<file path="config.mk">
export PLATFORM = sky130hd
export DESIGN_NAME = bp_stream_mmio_arbiter
export DESIGN_NICKNAME = d
export VERILOG_FILES = /design/src/rtl/bp_stream_mmio_arbiter.sv
export SDC_FILE = /design/constraint.sdc
export NUM_CORES = 1
export LEC_CHECK = 0
export ABC_CLOCK_PERIOD_IN_PS = 7250
export CAP_MARGIN = 20
export CORE_MARGIN = 3
export CORE_UTILIZATION = 43
export CTS_BUF_LIST = sky130_fd_sc_hd__clkbuf_2
export DETAILED_ROUTE_END_ITERATION = 10
export PLACE_DENSITY_LB_ADDON = 0.3
export REMOVE_ABC_BUFFERS = 1
export SYNTH_ARGS = -nofsm -noshare
export SYNTH_HDL_FRONTEND = slang
export SYNTH_SLANG_ARGS = --single-unit
</file>
<file path="constraint.sdc">
create_clock -name clk_i -period 7.25 [get_ports clk_i]
set_input_delay 1.45 -clock clk_i [delete_from_list [all_inputs] [get_ports clk_i]]
set_output_delay 1.45 -clock clk_i [all_outputs]
set_load 0.02 [all_outputs]
</file>
<file path="src/rtl/bp_stream_mmio_arbiter.sv">
// Shares one host stream link between several MMIO requesters.
// Outbound packets are granted round-robin and locked; read responses are routed back in issue order.
module bp_stream_mmio_arbiter #(
    parameter int num_req_p           = 2,
    parameter int stream_data_width_p = 32,
    parameter int pkt_words_p         = 2,
    parameter int resp_words_p        = 2,
    parameter int order_els_p         = 16
) (
    input  logic                                       clk_i,
    input  logic                                       reset_i,
    input  logic [num_req_p-1:0]                       req_v_i,
    input  logic [num_req_p*stream_data_width_p-1:0]   req_data_i,
    input  logic [num_req_p-1:0]                       req_rd_i,
    output logic [num_req_p-1:0]                       req_yumi_o,
    output logic                                       stream_v_o,
    output logic [stream_data_width_p-1:0]             stream_data_o,
    input  logic                                       stream_yumi_i,
    input  logic                                       stream_v_i,
    input  logic [stream_data_width_p-1:0]             stream_data_i,
    output logic                                       stream_ready_o,
    output logic [num_req_p-1:0]                       resp_v_o,
    output logic [stream_data_width_p-1:0]             resp_data_o,
    input  logic [num_req_p-1:0]                       resp_ready_i,
    output logic [$clog2(order_els_p+1)-1:0]           outstanding_o
);

    localparam int sel_w_lp  = $clog2(num_req_p);
    localparam int cnt_w_lp  = $clog2(order_els_p+1);
    localparam int ptr_w_lp  = (order_els_p > 1) ? $clog2(order_els_p) : 1;
    localparam int word_w_lp = $clog2(pkt_words_p+1);
    localparam int beat_w_lp = $clog2(resp_words_p+1);

    typedef logic [sel_w_lp-1:0] sel_t;
    typedef logic [ptr_w_lp-1:0] ptr_t;
    typedef enum logic {IDLE, LOCKED} state_e;

    state_e                 state_r, state_n;
    sel_t                   grant_r, rr_r, sel;
    logic [word_w_lp-1:0]   word_cnt_r;
    logic [beat_w_lp-1:0]   beat_cnt_r;
    ptr_t                   wptr_r, rptr_r;
    logic [cnt_w_lp-1:0]    count_r;
    sel_t                   tags_r [order_els_p];

    logic [num_req_p-1:0]   eligible;
    logic                   sel_found, fifo_full, fifo_ne;
    logic                   out_hs, first_hs, last_word, push, pop, in_hs;
    sel_t                   head;

    function automatic sel_t rr_next(input sel_t s);
        return (s == sel_t'(num_req_p-1)) ? '0 : s + sel_t'(1);
    endfunction

    function automatic ptr_t ptr_next(input ptr_t p);
        return (p == ptr_t'(order_els_p-1)) ? '0 : p + ptr_t'(1);
    endfunction

    // full is taken from the registered count, so a same-cycle pop never frees a slot early
    assign fifo_full = (count_r == cnt_w_lp'(order_els_p));
    assign fifo_ne   = (count_r != '0);
    assign head      = tags_r[rptr_r];

    always_comb begin
        for (int i = 0; i < num_req_p; i++)
            eligible[i] = req_v_i[i] & (~req_rd_i[i] | ~fifo_full);
    end

    always_comb begin
        sel_found = 1'b0;
        sel       = '0;
        for (int k = 0; k < num_req_p; k++) begin
            if (!sel_found && eligible[(int'(rr_r) + k) % num_req_p]) begin
                sel_found = 1'b1;
                sel       = sel_t'((int'(rr_r) + k) % num_req_p);
            end
        end
    end

    assign out_hs    = stream_v_o & stream_yumi_i;
    assign first_hs  = (state_r == IDLE) & out_hs;
    assign last_word = (state_r == LOCKED) & out_hs & (word_cnt_r == word_w_lp'(pkt_words_p-1));
    assign push      = first_hs & req_rd_i[sel];
    assign in_hs     = stream_v_i & stream_ready_o;
    assign pop       = in_hs & (beat_cnt_r == beat_w_lp'(resp_words_p-1));

    always_ff @(posedge clk_i or posedge reset_i) begin
        if (reset_i) state_r <= IDLE;
        else         state_r <= state_n;
    end

    always_comb begin
        state_n = state_r;
        case (state_r)
            IDLE:    if (first_hs && (pkt_words_p > 1)) state_n = LOCKED;
            LOCKED:  if (last_word) state_n = IDLE;
            default: state_n = IDLE;
        endcase
    end

    // Outputs are forced low while reset is asserted, since most of them are combinational paths from inputs
    always_comb begin
        stream_v_o     = 1'b0;
        stream_data_o  = '0;
        req_yumi_o     = '0;
        stream_ready_o = 1'b0;
        resp_v_o       = '0;
        resp_data_o    = '0;
        outstanding_o  = '0;
        if (!reset_i) begin
            case (state_r)
                IDLE: begin
                    if (sel_found) begin
                        stream_v_o      = 1'b1;
                        stream_data_o   = req_data_i[int'(sel)*stream_data_width_p +: stream_data_width_p];
                        req_yumi_o[sel] = stream_yumi_i;
                    end
                end
                LOCKED: begin
                    stream_v_o          = req_v_i[grant_r];
                    stream_data_o       = req_data_i[int'(grant_r)*stream_data_width_p +: stream_data_width_p];
                    req_yumi_o[grant_r] = stream_yumi_i & req_v_i[grant_r];
                end
                default: ;
            endcase
            stream_ready_o = fifo_ne & resp_ready_i[head];
            resp_v_o[head] = stream_v_i & fifo_ne;
            resp_data_o    = stream_data_i;
            outstanding_o  = count_r;
        end
    end

    always_ff @(posedge clk_i or posedge reset_i) begin
        if (reset_i) begin
            grant_r    <= '0;
            rr_r       <= '0;
            word_cnt_r <= '0;
        end else if (first_hs) begin
            grant_r <= sel;
            if (pkt_words_p > 1) begin
                word_cnt_r <= word_w_lp'(1);
            end else begin
                word_cnt_r <= '0;
                rr_r       <= rr_next(sel);
            end
        end else if (last_word) begin
            rr_r       <= rr_next(grant_r);
            word_cnt_r <= '0;
        end else if ((state_r == LOCKED) && out_hs) begin
            word_cnt_r <= word_cnt_r + word_w_lp'(1);
        end
    end

    always_ff @(posedge clk_i or posedge reset_i) begin
        if (reset_i) begin
            wptr_r     <= '0;
            rptr_r     <= '0;
            count_r    <= '0;
            beat_cnt_r <= '0;
        end else begin
            if (push) wptr_r <= ptr_next(wptr_r);
            if (pop)  rptr_r <= ptr_next(rptr_r);
            case ({push, pop})
                2'b10:   count_r <= count_r + cnt_w_lp'(1);
                2'b01:   count_r <= count_r - cnt_w_lp'(1);
                default: count_r <= count_r;
            endcase
            if (pop)        beat_cnt_r <= '0;
            else if (in_hs) beat_cnt_r <= beat_cnt_r + beat_w_lp'(1);
        end
    end

    // Tag storage holds only data, so it carries no reset
    always_ff @(posedge clk_i) begin
        if (push) tags_r[wptr_r] <= sel;
    end

`ifndef SYNTHESIS
    always_ff @(posedge clk_i) begin
        if (!reset_i && stream_yumi_i) assert (stream_v_o);
    end
`endif

endmodule

</file>
==> summary.md <==
| Metric | Value |
|---|---|
| Root Buffer | `clkbuf_2` |
| Post-synthesis cell count | `roughly 330` |
| Most common cell after layout, fill and taps aside | `clkdlybuf4s50_1` |
| Status | `finished, final reports clean` |
| Clock Sinks | `36` |
| All-Layer GR Usage | `26.5%` |
| Mux contribution to synthesized area | `18.0%` |
| CP Launch Type | `input port` |
| Post-synthesis sequential area ratio | `30.5%` |
| Pwr Total | `approximately 0.0014 W` |
| Share of the synthesized area in the top cell type | `between 10% and 20%` |
| First-pass GRT wire length | `approximately 18000 um` |
| WL final | `11600 um` |
| Post-layout nets | `606` |
| Post-synthesis compound-gate area fraction | `between 20 and 25%` |
| Slew Viols, Final | `0` |
| Seq cells post-synth | `36` |
| WS Path Type | `input port to output port` |
| Post-synth top area cell | `dfrtp_1` |
| Vias per inst | `around 5.8` |
| Cell total after placement | `approximately 580` |
| N_diodes | `0` |
| Layout area overhead | `59.3%` |
| CP most frequent cell | `clkdlybuf4s50_1` |
| Worst R2R Start | `rptr_r[1]` |
| Min Tclk post-route | `~6.1 ns` |
| Fin cells | `~590` |
| DRC errors left | `0` |
| ANT nets after route | `0` |
| Fin. Hold Viols | `0` |
| Ys async rst share | `between 50% and 60%` |
| Detailed router's first-iteration violation count | `between 300 and 400` |
| Fin Setup TNS | `0 ns` |
| Distinct cells, synth | `48` |
| GP Congestion | `roughly 0.90` |
| Post-Synth XOR/XNOR Area | `around 2.2%` |
| CTS tree | `built` |
| LEAKAGE | `~1.9 nW` |
| Clock Latency Late Sink | `0.42 ns` |
| Clock Tree Buf Depth | `2` |
| CTS Buf Count | `5` |
| Starting Density | `45.8%` |
| Critical path's top delay family | `buffers and inverters` |
| Via count | `between 3k and 4k` |
| Layout cell share with drive strength beyond 1 | `6.11%` |
| EDFF count, synth | `16` |
| Largest family of logic cells by synthesized area | `compound AO/OA/AOI/OAI gates` |
| Critical Path, Cell by Cell | `clkdlybuf4s50_1 > inv_1 > a31oi_1 > a21boi_4 > buf_4 > a221oi_1 > a211oi_1 > clkdlybuf4s50_1` |
| Antenna violations before repair | `0` |
| Top_reg_cell synth | `dfrtp_1` |
| Synth warn | `0` |
| VDD IR max | `between 0.15 and 0.2 mV` |
| Cell Area, Synth | `approximately 3200 um^2` |
| Mapped Avg Cell Area | `9.70 um^2` |
| Final setup vio count | `0` |
| RSZ-0062 raised after global routing | `no` |
| Fin Hold WS | `0.535 ns` |
| Simple-Gate Fraction of Synth Area | `between 15 and 20%` |
| H-tree Lvls | `2` |
| Per-cell routed wire length | `between 15 and 20 um` |
| Fill count | `around 520` |
| Max Cap Viol | `0` |
| Cts repair resizes | `0` |
| Total I/O pin count | `between 150 and 200` |
| Endpoint class of the critical path | `output port` |
| Worst path bufs/invs | `4` |
| Die Width | `between 90 and 100 um` |
| 1st-pass router iterations | `4` |
| Tightest Pin Transition | `just over 1 ns` |
| Hold crit path type | `flop to flop` |
| Area of the multi-input gates | `~2100 um^2` |
| Cell Pwr Density | `between 200 and 300 nW/um^2` |
| Crit path from | `req_v_i[1]` |
| Critical Path Slowest Stage Cell | `a21boi_4` |
| Slew headroom | `about a third` |
| Buffers on Ports | `180` |
| Hold-fix buffers, CTS | `0` |
| Min-delay src | `word_cnt_r[1]` |
| Post-DP HPWL | `a little over 9000 um` |
| Core area | `7020 um^2` |
| Slowest Stage Delay on Critical Path | `0.80 ns` |
| Total grt overflow | `0` |
| Final worst path period share | `84.5%` |
| Setup Skew | `roughly 0.029 ns` |
| Postcts setup bufs | `0` |
| Commonest cells after routing, fill and taps aside | `179 x clkdlybuf4s50_1, 41 x nor2b_1, 34 x mux2i_1, 32 x a221oi_1, 32 x a211oi_1` |
| Post-synthesis adder-cell area fraction | `a little over 4%` |
| Clk slew on worst S/H paths | `approximately 0.21 ns` |
| Critical path required time | `5.80 ns` |
| Row count | `30` |
| Area contributors post-synth | `dfrtp_1 16%, edfxtp_1 15%, mux2i_1 11%` |
| Largest net degree at the start of global routing | `between 70 and 80` |
| Achievable Freq | `about 0.16 GHz` |
| Critical path arrival | `around 4.7 ns` |
| Vias in the first global route | `3257` |
| Crit Path Max Fanout | `35` |
| Die height | `between 90 and 100 um` |
| Die area | `~8500 um^2` |
| Register Area | `between 900 and 1000 um^2` |
flip-flops by register name (all words and copies together) (netlist names):
register,cells
beat_cnt_r,2
count_r,5
grant_r,1
rptr_r,4
rr_r,1
state_r,1
tags_r,16
word_cnt_r,2
wptr_r,4
path summary, 6_finish.rpt:
path                                     end  slack [ns]  cells past startpoint
max                        stream_data_o[23]        1.12                      8
min                            word_cnt_r[1]        0.54                      1
max reg2reg                       count_r[4]        3.30                     11
min reg2reg                    word_cnt_r[1]        0.54                      1
max in group asynchronous            grant_r        5.55                      2
min in group asynchronous          wptr_r[0]        1.14                      2
layer usage:
| metal | GRT usage [%] | share of wire (%) |
|---|---|---|
| met5 | 0 | 0 |
| met4 | 5.20 | 1.9 |
| met3 | 7.15 | 7.8 |
| met2 | 48.9 | 53 |
| met1 | 30.5 | 37 |
synth_stat cells, types with 5 or more instances:
master,number
edfxtp_1,16
nor2_1,10
a211oi_1,32
mux2_2,5
clkbuf_1,27
dfrtp_1,20
nand2_1,9
inv_1,11
a21oi_1,9
nor4b_1,8
nor2b_1,41
a221oi_1,32
o21ai_0,5
nor3_1,9
mux2i_1,34
ha_1,9
logic make-up after synthesis:
logic type,after synthesis
xor+xnor,8
flops,36
compound gates,93
buf+inv,44
fa+ha+maj,10
mux,47
simple gates,93
final cells by class:
cell class,instances,share of cell area [%]
Inverter,12,0.880
Clock buffer,5,0.489
Multi-Input combinational cell,251,40.5
Sequential cell,36,19.2
Timing Repair Buffer,184,35.7
Tap cell,96,2.35
Clock inverter,3,0.831
metrics by stage:
| stage | util (%) | setup WS (ns) | instance area, um^2 |
|---|---|---|---|
| after global routing | 72.9 | 0.914 | 5120 |
| after CTS | 72.9 | 1.14 | 5120 |
| after global placement | 71.9 | 1.31 | 5050 |
| final | 72.9 | 1.12 | 5120 |
| after detailed placement | 71.9 | 1.18 | 5050 |
| after floorplan | - | 1.48 | 3080 |
worst reg2reg max path, cell delays in order (launching register included):
cell and delay [ns]:
dfrtp_1 0.58, mux4_1 0.60, mux4_2 0.55, mux2i_4 0.24
nor4b_4 0.43, ha_1 0.38, ha_1 0.32, a21o_1 0.20
a21oi_1 0.19, xor2_1 0.17, nor2_1 0.07, xnor2_1 0.14
report_power, final:
group	switching [W]	total, W	internal (W)
Clock	0.0000718	0.000129	0.0000576
Combinational	0.000451	0.000906	0.000456
Sequential	0.000111	0.000374	0.000262
Total	0.000634	0.00141	0.000776
Note: power is estimated with default switching activity, not from simulation.
